==> config.mk <==
export PLATFORM = sky130hd
export DESIGN_NAME = wrr_arbiter
export DESIGN_NICKNAME = d
export VERILOG_FILES = /design/src/rtl/wrr_arb_pkg.sv /design/src/rtl/rr_pick.sv /design/src/rtl/wrr_arbiter.sv
export SDC_FILE = /design/constraint.sdc
export NUM_CORES = 1
export LEC_CHECK = 0
export BUFFER_PORTS_ARGS = -buffer_cell sky130_fd_sc_hd__buf_2
export CAP_MARGIN = 15
export CORE_MARGIN = 4
export CORE_UTILIZATION = 40
export CTS_CLUSTER_SIZE = 30
export DETAILED_ROUTE_END_ITERATION = 16
export PLACE_DENSITY_LB_ADDON = 0.2
export SETUP_SLACK_MARGIN = 0.05
export SYNTH_ARGS = -nofsm -noshare
export SYNTH_HDL_FRONTEND = slang
export SYNTH_SLANG_ARGS = --single-unit
==> constraint.sdc <==
create_clock -name clk -period 2.2 [get_ports clk]
set_clock_uncertainty 0.05 [all_clocks]
set_input_delay 0.33 -clock clk [delete_from_list [all_inputs] [get_ports clk]]
set_output_delay 0.33 -clock clk [all_outputs]
set_load 0.01 [all_outputs]
==> src/rtl/wrr_arb_pkg.sv <==
// rtl/wrr_arb_pkg.sv - shared constants, state type and weight clamp for the arbiters
package wrr_arb_pkg;

    localparam int DEF_N_REQ    = 4;
    localparam int DEF_WEIGHT_W = 4;

    typedef enum logic {
        ARB_IDLE  = 1'b0,
        ARB_GRANT = 1'b1
    } arb_state_e;

    // A zero weight still earns one grant cycle.
    function automatic int max1(input int w);
        return (w < 1) ? 1 : w;
    endfunction

endpackage

==> src/rtl/rr_pick.sv <==
// rtl/rr_pick.sv - circular first-set-bit search of a request vector from a start index
module rr_pick
    import wrr_arb_pkg::*;
#(
    parameter  int N     = DEF_N_REQ,
    localparam int IDX_W = $clog2(N)
) (
    input  logic [N-1:0]     req,
    input  logic [IDX_W-1:0] start,
    output logic             found,
    output logic [IDX_W-1:0] idx
);

    logic [2*N-1:0] dbl;
    logic [IDX_W:0] pos;

    // Lower copy is masked below start; the upper copy supplies the wrap-around.
    always_comb begin
        for (int i = 0; i < N; i++) begin
            dbl[i]     = req[i] && (IDX_W'(i) >= start);
            dbl[N + i] = req[i];
        end
    end

    always_comb begin
        pos = '0;
        for (int i = 2*N-1; i >= 0; i--) begin
            if (dbl[i]) begin
                pos = (IDX_W+1)'(i);
            end
        end
    end

    assign found = |req;
    assign idx   = (pos >= (IDX_W+1)'(N)) ? IDX_W'(pos - (IDX_W+1)'(N)) : IDX_W'(pos);

endmodule

==> src/rtl/wrr_arbiter.sv <==
// rtl/wrr_arbiter.sv - weighted round-robin arbiter with lock extension and registered grant
module wrr_arbiter
    import wrr_arb_pkg::*;
#(
    parameter  int N_REQ    = DEF_N_REQ,
    parameter  int WEIGHT_W = DEF_WEIGHT_W,
    localparam int IDX_W    = $clog2(N_REQ)
) (
    input  logic                      clk,
    input  logic                      reset,
    input  logic [N_REQ-1:0]          req_i,
    input  logic [N_REQ*WEIGHT_W-1:0] weight_i,
    input  logic                      lock_i,
    output logic [N_REQ-1:0]          gnt_o,
    output logic [IDX_W-1:0]          gnt_id_o,
    output logic                      gnt_valid_o
);

    arb_state_e          state_q, state_d;
    logic [IDX_W-1:0]    ptr_q, ptr_d;
    logic [WEIGHT_W-1:0] cnt_q, cnt_d;
    logic [N_REQ-1:0]    gnt_q, gnt_d;
    logic [IDX_W-1:0]    id_q, id_d;

    logic                pick_found;
    logic [IDX_W-1:0]    pick_idx;
    logic                hold;

    rr_pick #(.N(N_REQ)) u_pick (
        .req   (req_i),
        .start (ptr_q),
        .found (pick_found),
        .idx   (pick_idx)
    );

    assign hold = (state_q == ARB_GRANT) && req_i[id_q] &&
                  ((cnt_q > WEIGHT_W'(1)) || lock_i);

    always_comb begin
        state_d = state_q;
        ptr_d   = ptr_q;
        cnt_d   = cnt_q;
        gnt_d   = gnt_q;
        id_d    = id_q;
        if (hold) begin
            // Under lock the credit count parks at 1 instead of wrapping.
            if (cnt_q > WEIGHT_W'(1)) begin
                cnt_d = cnt_q - WEIGHT_W'(1);
            end
        end else if (pick_found) begin
            state_d         = ARB_GRANT;
            gnt_d           = '0;
            gnt_d[pick_idx] = 1'b1;
            id_d            = pick_idx;
            cnt_d           = WEIGHT_W'(max1(int'(weight_i[pick_idx*WEIGHT_W +: WEIGHT_W])));
            ptr_d           = (pick_idx == IDX_W'(N_REQ-1)) ? '0 : pick_idx + IDX_W'(1);
        end else begin
            state_d = ARB_IDLE;
            gnt_d   = '0;
        end
    end

    always_ff @(posedge clk) begin
        if (reset) begin
            state_q <= ARB_IDLE;
            ptr_q   <= '0;
            cnt_q   <= '0;
            gnt_q   <= '0;
            id_q    <= '0;
        end else begin
            state_q <= state_d;
            ptr_q   <= ptr_d;
            cnt_q   <= cnt_d;
            gnt_q   <= gnt_d;
            id_q    <= id_d;
        end
    end

    assign gnt_o       = gnt_q;
    assign gnt_id_o    = id_q;
    assign gnt_valid_o = |gnt_q;

endmodule
=== Yosys cells after proc, flatten, opt, wreduce, memory -nomap -nowiden ===
Index checks and enable logic that the tools add are counted.

* Input bits: 23
* Output and inout port bits: 7
* Register bits after elaboration: 13

* Add/sub/neg operators: 3
* Eq/ne operators: 2
* Shift-type cells: 1
* Muxes and demuxes: 20
* Reductions and logical operators: 13
* Bitwise gates (word level): 1
* Magnitude comparators: 10

{| class="wikitable"
|+ Operator list
! cell !! number
|-
| 3-bit two-way mux || 8
|-
| 4-bit two-way mux || 5
|-
| 16-bit by 5-bit variable part select with 4-bit output || 1
|-
| 4-bit OR reduction || 2
|-
| 1-bit logical AND || 7
|-
| 2-bit by 3-bit < comparator with 1-bit output, second input constant || 2
|-
| 1-bit by 2-bit >= comparator with 1-bit output, first input constant || 2
|-
| 2-bit >= comparator, first input constant || 2
|-
| 4-bit by 1-bit > comparator with 1-bit output, second input constant || 1
|-
| 4-bit by 1-bit < comparator with 1-bit output, second input constant || 1
|-
| 2-bit two-way mux || 2
|-
| 2-bit AND reduction || 2
|-
| 4-bit by 1-bit subtractor with 4-bit output, second input constant || 1
|-
| 3-bit >= comparator, second input constant || 1
|-
| 1-bit two-way mux || 3
|-
| 2-bit by 1-bit adder with 2-bit output, second input constant || 1
|-
| 1-bit binary-select mux with 2-bit select || 1
|-
| 1-bit demux with 2-bit select || 1
|-
| 2-bit equality test, second input constant || 1
|-
| 2-bit by 1-bit >= comparator with 1-bit output, second input constant || 1
|-
| 2-bit by 1-bit inequality test with 1-bit output, second input constant || 1
|-
| 2-bit nonzero test || 1
|-
| 2-bit by 1-bit subtractor with 2-bit output, second input constant || 1
|-
| 1-bit logical OR || 1
|-
| 1-bit inverter || 1
|}

=== Logic depth before layout (Yosys ltp) ===
Gate-level depths: netlist of the first run.

* Word-level depth: 15
* Gate-level depth with buffers: 9
* Depth with buffers taken out: 8

=== Modules after synthesis ===
A second synthesis of the first run with hierarchy kept.

* Cells, all modules: 107
* Area total of the unflattened synthesis: 938.4 sq um

{| class="wikitable"
|+ By module, submodules not included
! module !! instances !! cells an instance !! sequential area each (sq um) !! area each (sq um)
|-
| wrr_arbiter || 1 || 95 || 260.2 || 860.8
|-
| rr_pick || 1 || 12 || 0.0 || 77.6
|}

=== Worst setup path before layout of the first run ===
OpenSTA, ideal clock, no wires.

* Path kind: reg-to-reg
* From: reg id_q[1], in the netlist gnt_id_o[1]
* To: reg cnt_q[0]
* Slack: 0.256 ns
* Stages on the path, launching flop included: 8
* Buffers on the path: 1
* Period minus slack after synthesis: 1.944 ns
* Data required time: 2.025 ns
* Arrival: 1.769 ns
* Cells stage by stage: dfxtp_1 mux4_2 nand3_2 a21oi_2 buf_6 mux2_2 o31ai_1 o21ai_1

* Word-level cells in the longest chain between the ends: 6
* Elaborated cells between the ends (all ways): 8

{| class="wikitable"
|+ Ends and longest elaborated chain
! element !! RTL line !! RTL
|-
| from (decl) || wrr_arbiter.sv:23 || <nowiki>logic [IDX_W-1:0] id_q, id_d;</nowiki>
|-
| from (signal assigned) || wrr_arbiter.sv:75 || <nowiki>id_q <= id_d;</nowiki>
|-
| 1-bit binary-select mux with 2-bit select * || wrr_arbiter.sv:36 || <nowiki>assign hold = (state_q == ARB_GRANT) && req_i[id_q] &&</nowiki>
|-
| 1-bit two-way mux (implied by the code) * || wrr_arbiter.sv:36 ||
|-
| 1-bit logical AND * (2 in a row) || wrr_arbiter.sv:36 ||
|-
| 2-bit by 1-bit inequality test with 1-bit output (no line) or 2-bit nonzero test (tied branches) || n/a ||
|-
| 2-bit AND reduction (no line) || n/a ||
|-
| to (signal assigned) || wrr_arbiter.sv:73 || <nowiki>cnt_q <= cnt_d;</nowiki>
|-
| to (decl) || wrr_arbiter.sv:21 || <nowiki>logic [WEIGHT_W-1:0] cnt_q, cnt_d;</nowiki>
|}

Mark *: on every way between the ends. The rest lies on a longest branch, timed or not. The select of a mux whose other input is x is not followed.
A chain may end at the register's enable or synchronous reset.

=== Worst setup path after layout of the first run ===
* From: reg id_q[1], in the netlist gnt_id_o[1]
* To: reg cnt_q[2]

The elaborated chain is that of the path after synthesis.

==> impl_metrics.yaml, run 1 <==
clock_network:
  cts_tree: "yes"
  clk_pin_slew_ps: 80
  insertion_delay_ps: 280
  cts_max_path_buffers: 2
  htreeDepth: 1
  cts.hold.buffers_added: 0
  cts_buffers: 3
  cts_setup_buffers: 0
  cts-root-buf: "clkbuf_4"
  clock_sinks: 13
global_routing:
  grt_pass1_wl_um: 4471
  grt-ovfl-total: 0
  grt_max_degree: 15
  antenna_found_initial: 0
  grt_pass1_vias: 1003
  track_usage_pct: 16.88
power_and_ir_drop:
  p_int_uw: 659.3
  p_switching_uw: 530.6
  p_comb_share_pct: 58.1
  clock_power_share_pct: 12.7
  ir_drop_v: 0.0004735
  p_per_area_nw_per_um2: 966.4
  p_leak_nw: 0.5473
  power_frac_seq_pct: 29.2
  p_sw_share_pct: 44.59
synth:
  synth_seq_cells: 13
  synthTopCellsByCount: "dfxtp_1, a21oi_1, nor2_1, nand3_1, o21ai_0"
  synthCells: 121
  ys_seq_area_share_pct: 26.07
  yosys.area.top_type: "dfxtp_1"
  yosysMostFrequentCell: "dfxtp_1"
  synthArstFlopShare_pct: 0
  synth_area_leaders: "dfxtp_1, ha_1, a21oi_1"
  synth-main-ff-cell: "dfxtp_1"
  syn-cell-area_um2: 998.5
  ys_types: 41
  synth_top_area_share_pct: 26.07
  synth_edf_count: 0
  synthesis.nets: 150
  avgSynthCellArea_um2: 8.252
  yosysWarnings: 0
worst_setup_path:
  reg2reg_slack_ps: 150
  startpoint_type: "flip-flop"
  end_kind: "flip-flop"
  cp_max_fo: 11
  critPathKind: "reg -> reg"
  cp.arrival_ps: 2210
  crit_path_max_incr_delay_ps: 590
  cpMaxStageDelayCell: "mux4_2"
  cp.required_ps: 2360
  path_cells: "mux4_2, nand3_2, a21oi_4, nand2b_4, or3_1, a31oi_1"
run:
  drv_cap: 0
die:
  dieArea_um2: 3359
  rows: 17
  ios: 30
  die_y_um: 57.96
  core-area_um2: 2297
  die_w_um: 57.96
  start_util_pct: 43.46
timing:
  final_hold_viol_count: 0
  fin_setup_tns_ps: 0
  setup_viol: 0
  post-route-period-util_pct: 93.12
  rsz0062_at_grt: "false"
  min_period_ps: 2049
  hold_ws_ps: 346.5
  fmax_ghz: 0.4881
  slew_headroom_pct: 66.20
  slew_violations: 0
  tightest_slew_ps: 505.8
detailed_routing:
  via_per_inst: 5.530
  remaining_drc_errors: 0
  dr_total_vias: 1012
  drt_iter0_markers: 15
  dr.pass1.iters: 4
  antenna_left: 0
  wl_per_cell_um: 14.12
  drt_wl_total_um: 2584
finish:
  antenna_cells: 0
  drive_gt1_share_pct: 32.26
  seq_area_um2: 261.5
  fillers: 222
  fin_cells: 183
  finalNetCount: 185
  syn2layout_area_growth_pct: 23.31
  multi_input_area_um2: 710.7
placed_design:
  port_buffers: 29
  hpwl_um: 2094
  gp_congestion: 0.7988
  post-place-cells: 179
outcome:
  status: "finished, final reports clean"
min_path:
  hold_path.class: "in -> reg"
[repair_timing]
item                       CTS  global route
setup endpoints to repair    0             5
hold endpoints to repair     0             0
gates resized for setup      0             4
[placed cells by master (no fill, tap or decap), types with 2 or more instances in the layout]
cell type,n
a211oi_1,6
a211oi_2,2
a21boi_0,3
a21o_1,2
a21oi_1,12
buf_2,29
buf_4,4
clkbuf_4,3
dfxtp_1,12
ha_1,6
inv_1,5
nand2_1,6
nand2b_1,3
nand3_1,11
nor2_1,11
nor2b_1,2
nor3_1,4
o21ai_0,7
o31a_1,2
[area by class of cell]
type / instances / area share [%]
Multi-Input combinational cell: 99 / 57.72
Sequential cell: 13 / 21.24
Timing Repair Buffer: 33 / 14.23
Tap cell: 28 / 2.846
Clock buffer: 4 / 2.134
Inverter: 6 / 1.829
[power groups by stage]
stage          clock network (mW)  registers [mW]  logic [mW]
2_1_floorplan                   0           0.359       0.469
3_3_place_gp                    0           0.348       0.654
3_5_place_dp                    0           0.351       0.665
4_1_cts                     0.155           0.346       0.670
5_1_grt                     0.167           0.359       0.772
6_report                    0.151           0.348       0.691
[routing by layer]
metal,GRT usage (%),vias to the layer above,wire (um)
li1,-,518,-
met1,22.92,460,1208
met2,26.94,30,1196
met3,1.336,4,130
met4,7.947,0,48
met5,0,-,0
[path summary, 6_finish.rpt]
path               start  endpoint  cells after the start
max          gnt_id_o[1]  cnt_q[2]                      6
min                reset  ptr_q[1]                      2
max reg2reg  gnt_id_o[1]  cnt_q[2]                      6
min reg2reg     gnt_o[3]  gnt_o[3]                      2
[through the flow]
| stage | total power, mW | setup slack [ps] | cell area [um2] | util [%] |
|---|---|---|---|---|
| after floorplan | 0.8277 | 255.9 | 998.5 | - |
| after global placement | 1.001 | 83.96 | 1189 | 51.74 |
| after detailed placement | 1.016 | 59.87 | 1189 | 51.74 |
| after CTS | 1.171 | 59.94 | 1215 | 52.89 |
| after global routing | 1.298 | 74.55 | 1231 | 53.59 |
| final | 1.190 | 151.3 | 1231 | 53.59 |
[cells by family after synthesis]
| family | after synthesis | share of synthesized area, % |
|---|---|---|
| mux | 3 | 4.386 |
| flops | 13 | 26.07 |
| compound gates | 45 | 34.09 |
| fa+ha+maj | 6 | 7.519 |
| buf+inv | 9 | 4.260 |
| simple gates | 45 | 23.68 |
[critical path, delay by kind of cell, from the launching register on]
kind             cells  cell delay, ps
flip-flops           1             390
AO/OA/AOI/OAI        2             240
multiplexers         1             590
AND/OR/NAND/NOR      3             700
[flip-flops by register name (all words and copies together) (netlist names)]
name / flops
gnt_o: 4
gnt_id_o: 2
ptr_q: 2
cnt_q: 4
state_q: 1
(Power assumes the default switching activity.)
==> run 2: changes to the inputs <==
--- a/config.mk
+++ b/config.mk
@@ -5,7 +5,7 @@
 export SDC_FILE = /design/constraint.sdc
 export NUM_CORES = 1
 export LEC_CHECK = 0
-export BUFFER_PORTS_ARGS = -buffer_cell sky130_fd_sc_hd__buf_2
+export BUFFER_PORTS_ARGS = -buffer_cell sky130_fd_sc_hd__buf_4
 export CAP_MARGIN = 15
 export CORE_MARGIN = 4
 export CORE_UTILIZATION = 40
==> run 2 against run 1 <==
Compared with the run above: sequential power barely moved; critical path type unchanged; register-to-register slack improved by 40 ps; sequential cell count did not move.
==> impl_metrics.yaml, run 2 (same netlist as run 1, synthesis figures left out) <==
die:
  die_w_um: 57.96
  ios: 30
  start_util_pct: 43.46
  dieArea_um2: 3359
  core-area_um2: 2297
  rows: 17
  die_y_um: 57.96
clock_network:
  cts-root-buf: "clkbuf_4"
  cts_tree: "yes"
  cts.hold.buffers_added: 0
  clock_sinks: 13
  htreeDepth: 1
  cts_buffers: 3
  cts_max_path_buffers: 2
  cts_setup_buffers: 0
  insertion_delay_ps: 270
  clk_pin_slew_ps: 80
  cts_resized: 0
worst_setup_path:
  cp.required_ps: 2310
  cp_max_fo: 12
  end_kind: "flip-flop"
  cp.arrival_ps: 2120
  critPathKind: "reg -> reg"
  startpoint_type: "flip-flop"
  cp-startpoint: "gnt_id_o[1]"
  reg2reg_from: "gnt_id_o[1]"
timing:
  rsz0062_at_grt: "false"
  tightest_slew_ps: 513.0
  final_hold_viol_count: 0
  post-route-period-util_pct: 91.36
  fmax_ghz: 0.4975
  fin_setup_tns_ps: 0
  min_period_ps: 2010
  slew_violations: 0
  setup_viol: 0
  slew_headroom_pct: 65.72
  hold_ws_ps: 279.0
min_path:
  hold_path.class: "in -> reg"
  min_from: "reset"
finish:
  drive_gt1_share_pct: 31.82
  fillers: 215
  fin_cells: 182
  finalNetCount: 184
  syn2layout_area_growth_pct: 29.82
  final_cell_mix: "buf_4, a21oi_1, dfxtp_1, nor2_1, nand3_1"
  antenna_cells: 0
  layout_commonest_cell: "buf_4"
detailed_routing:
  drt_iter0_markers: 16
  via_per_inst: 5.555
  drt_wl_total_um: 2553
  dr.pass1.iters: 4
  wl_per_cell_um: 14.03
  dr_total_vias: 1011
  remaining_drc_errors: 0
  antenna_left: 0
power_and_ir_drop:
  p_leak_nw: 0.5625
  ir_drop_v: 0.0004762
  p_per_area_nw_per_um2: 927.3
placed_design:
  hpwl_um: 2037
  gp_congestion: 0.8849
  post-place-cells: 178
  port_buffers: 29
global_routing:
  grt_pass1_vias: 1020
  grt_pass1_wl_um: 4436
  track_usage_pct: 16.43
  grt-ovfl-total: 0
  antenna_found_initial: 0
  grt_max_degree: 15
outcome:
  status: "finished, final reports clean"
run:
  drv_cap: 0
[run 2: path summary, 6_finish.rpt]
check	depth (start not counted)	slack, ps	endpoint
setup / recovery	5	190	cnt_q[0]
hold / removal	2	280	gnt_o[1]
setup reg to reg	5	190	cnt_q[0]
hold reg to reg	2	420	gnt_o[1]
[run 2: worst max-delay path, cell delays in order (launching register included)]
cell     delay [ps]
dfxtp_2         370
mux4_2          580
o311a_1         300
mux2_2          330
o31ai_1         180
o21ai_1          90
[run 2: where the power goes]
group,internal (mW),switching (mW)
Clock,0.0703,0.0774
Combinational,0.310,0.397
Sequential,0.300,0.0476
Total,0.680,0.522
[run 2: cell type report]
class | instances | area (um2) | share of cell area, %
Clock buffer | 4 | 26.28 | 2.027
Multi-Input combinational cell | 99 | 710.7 | 54.83
Timing Repair Buffer | 32 | 240.2 | 18.53
Tap cell | 28 | 35.03 | 2.703
Sequential cell | 13 | 261.5 | 20.17
Inverter | 6 | 22.52 | 1.737
[run 2: layer usage]
metal	up-vias	global-route usage [%]	wire length (um)
met3	4	1.559	95
li1	519	-	-
met5	-	0	0
met2	23	26.45	1155
met1	465	22.68	1268
met4	0	5.960	33
[run 2: through the flow]
step                      power (mW)  cell area (um2)  utilization, %  worst slack [ps]
final                          1.202             1296           56.43             190.0
after global routing           1.310             1296           56.43             55.63
after CTS                      1.183             1280           55.72             116.3
after detailed placement       1.032             1254           54.58             107.9
after global placement         1.020             1254           54.58             109.8
after floorplan               0.8277            998.5               -             255.9
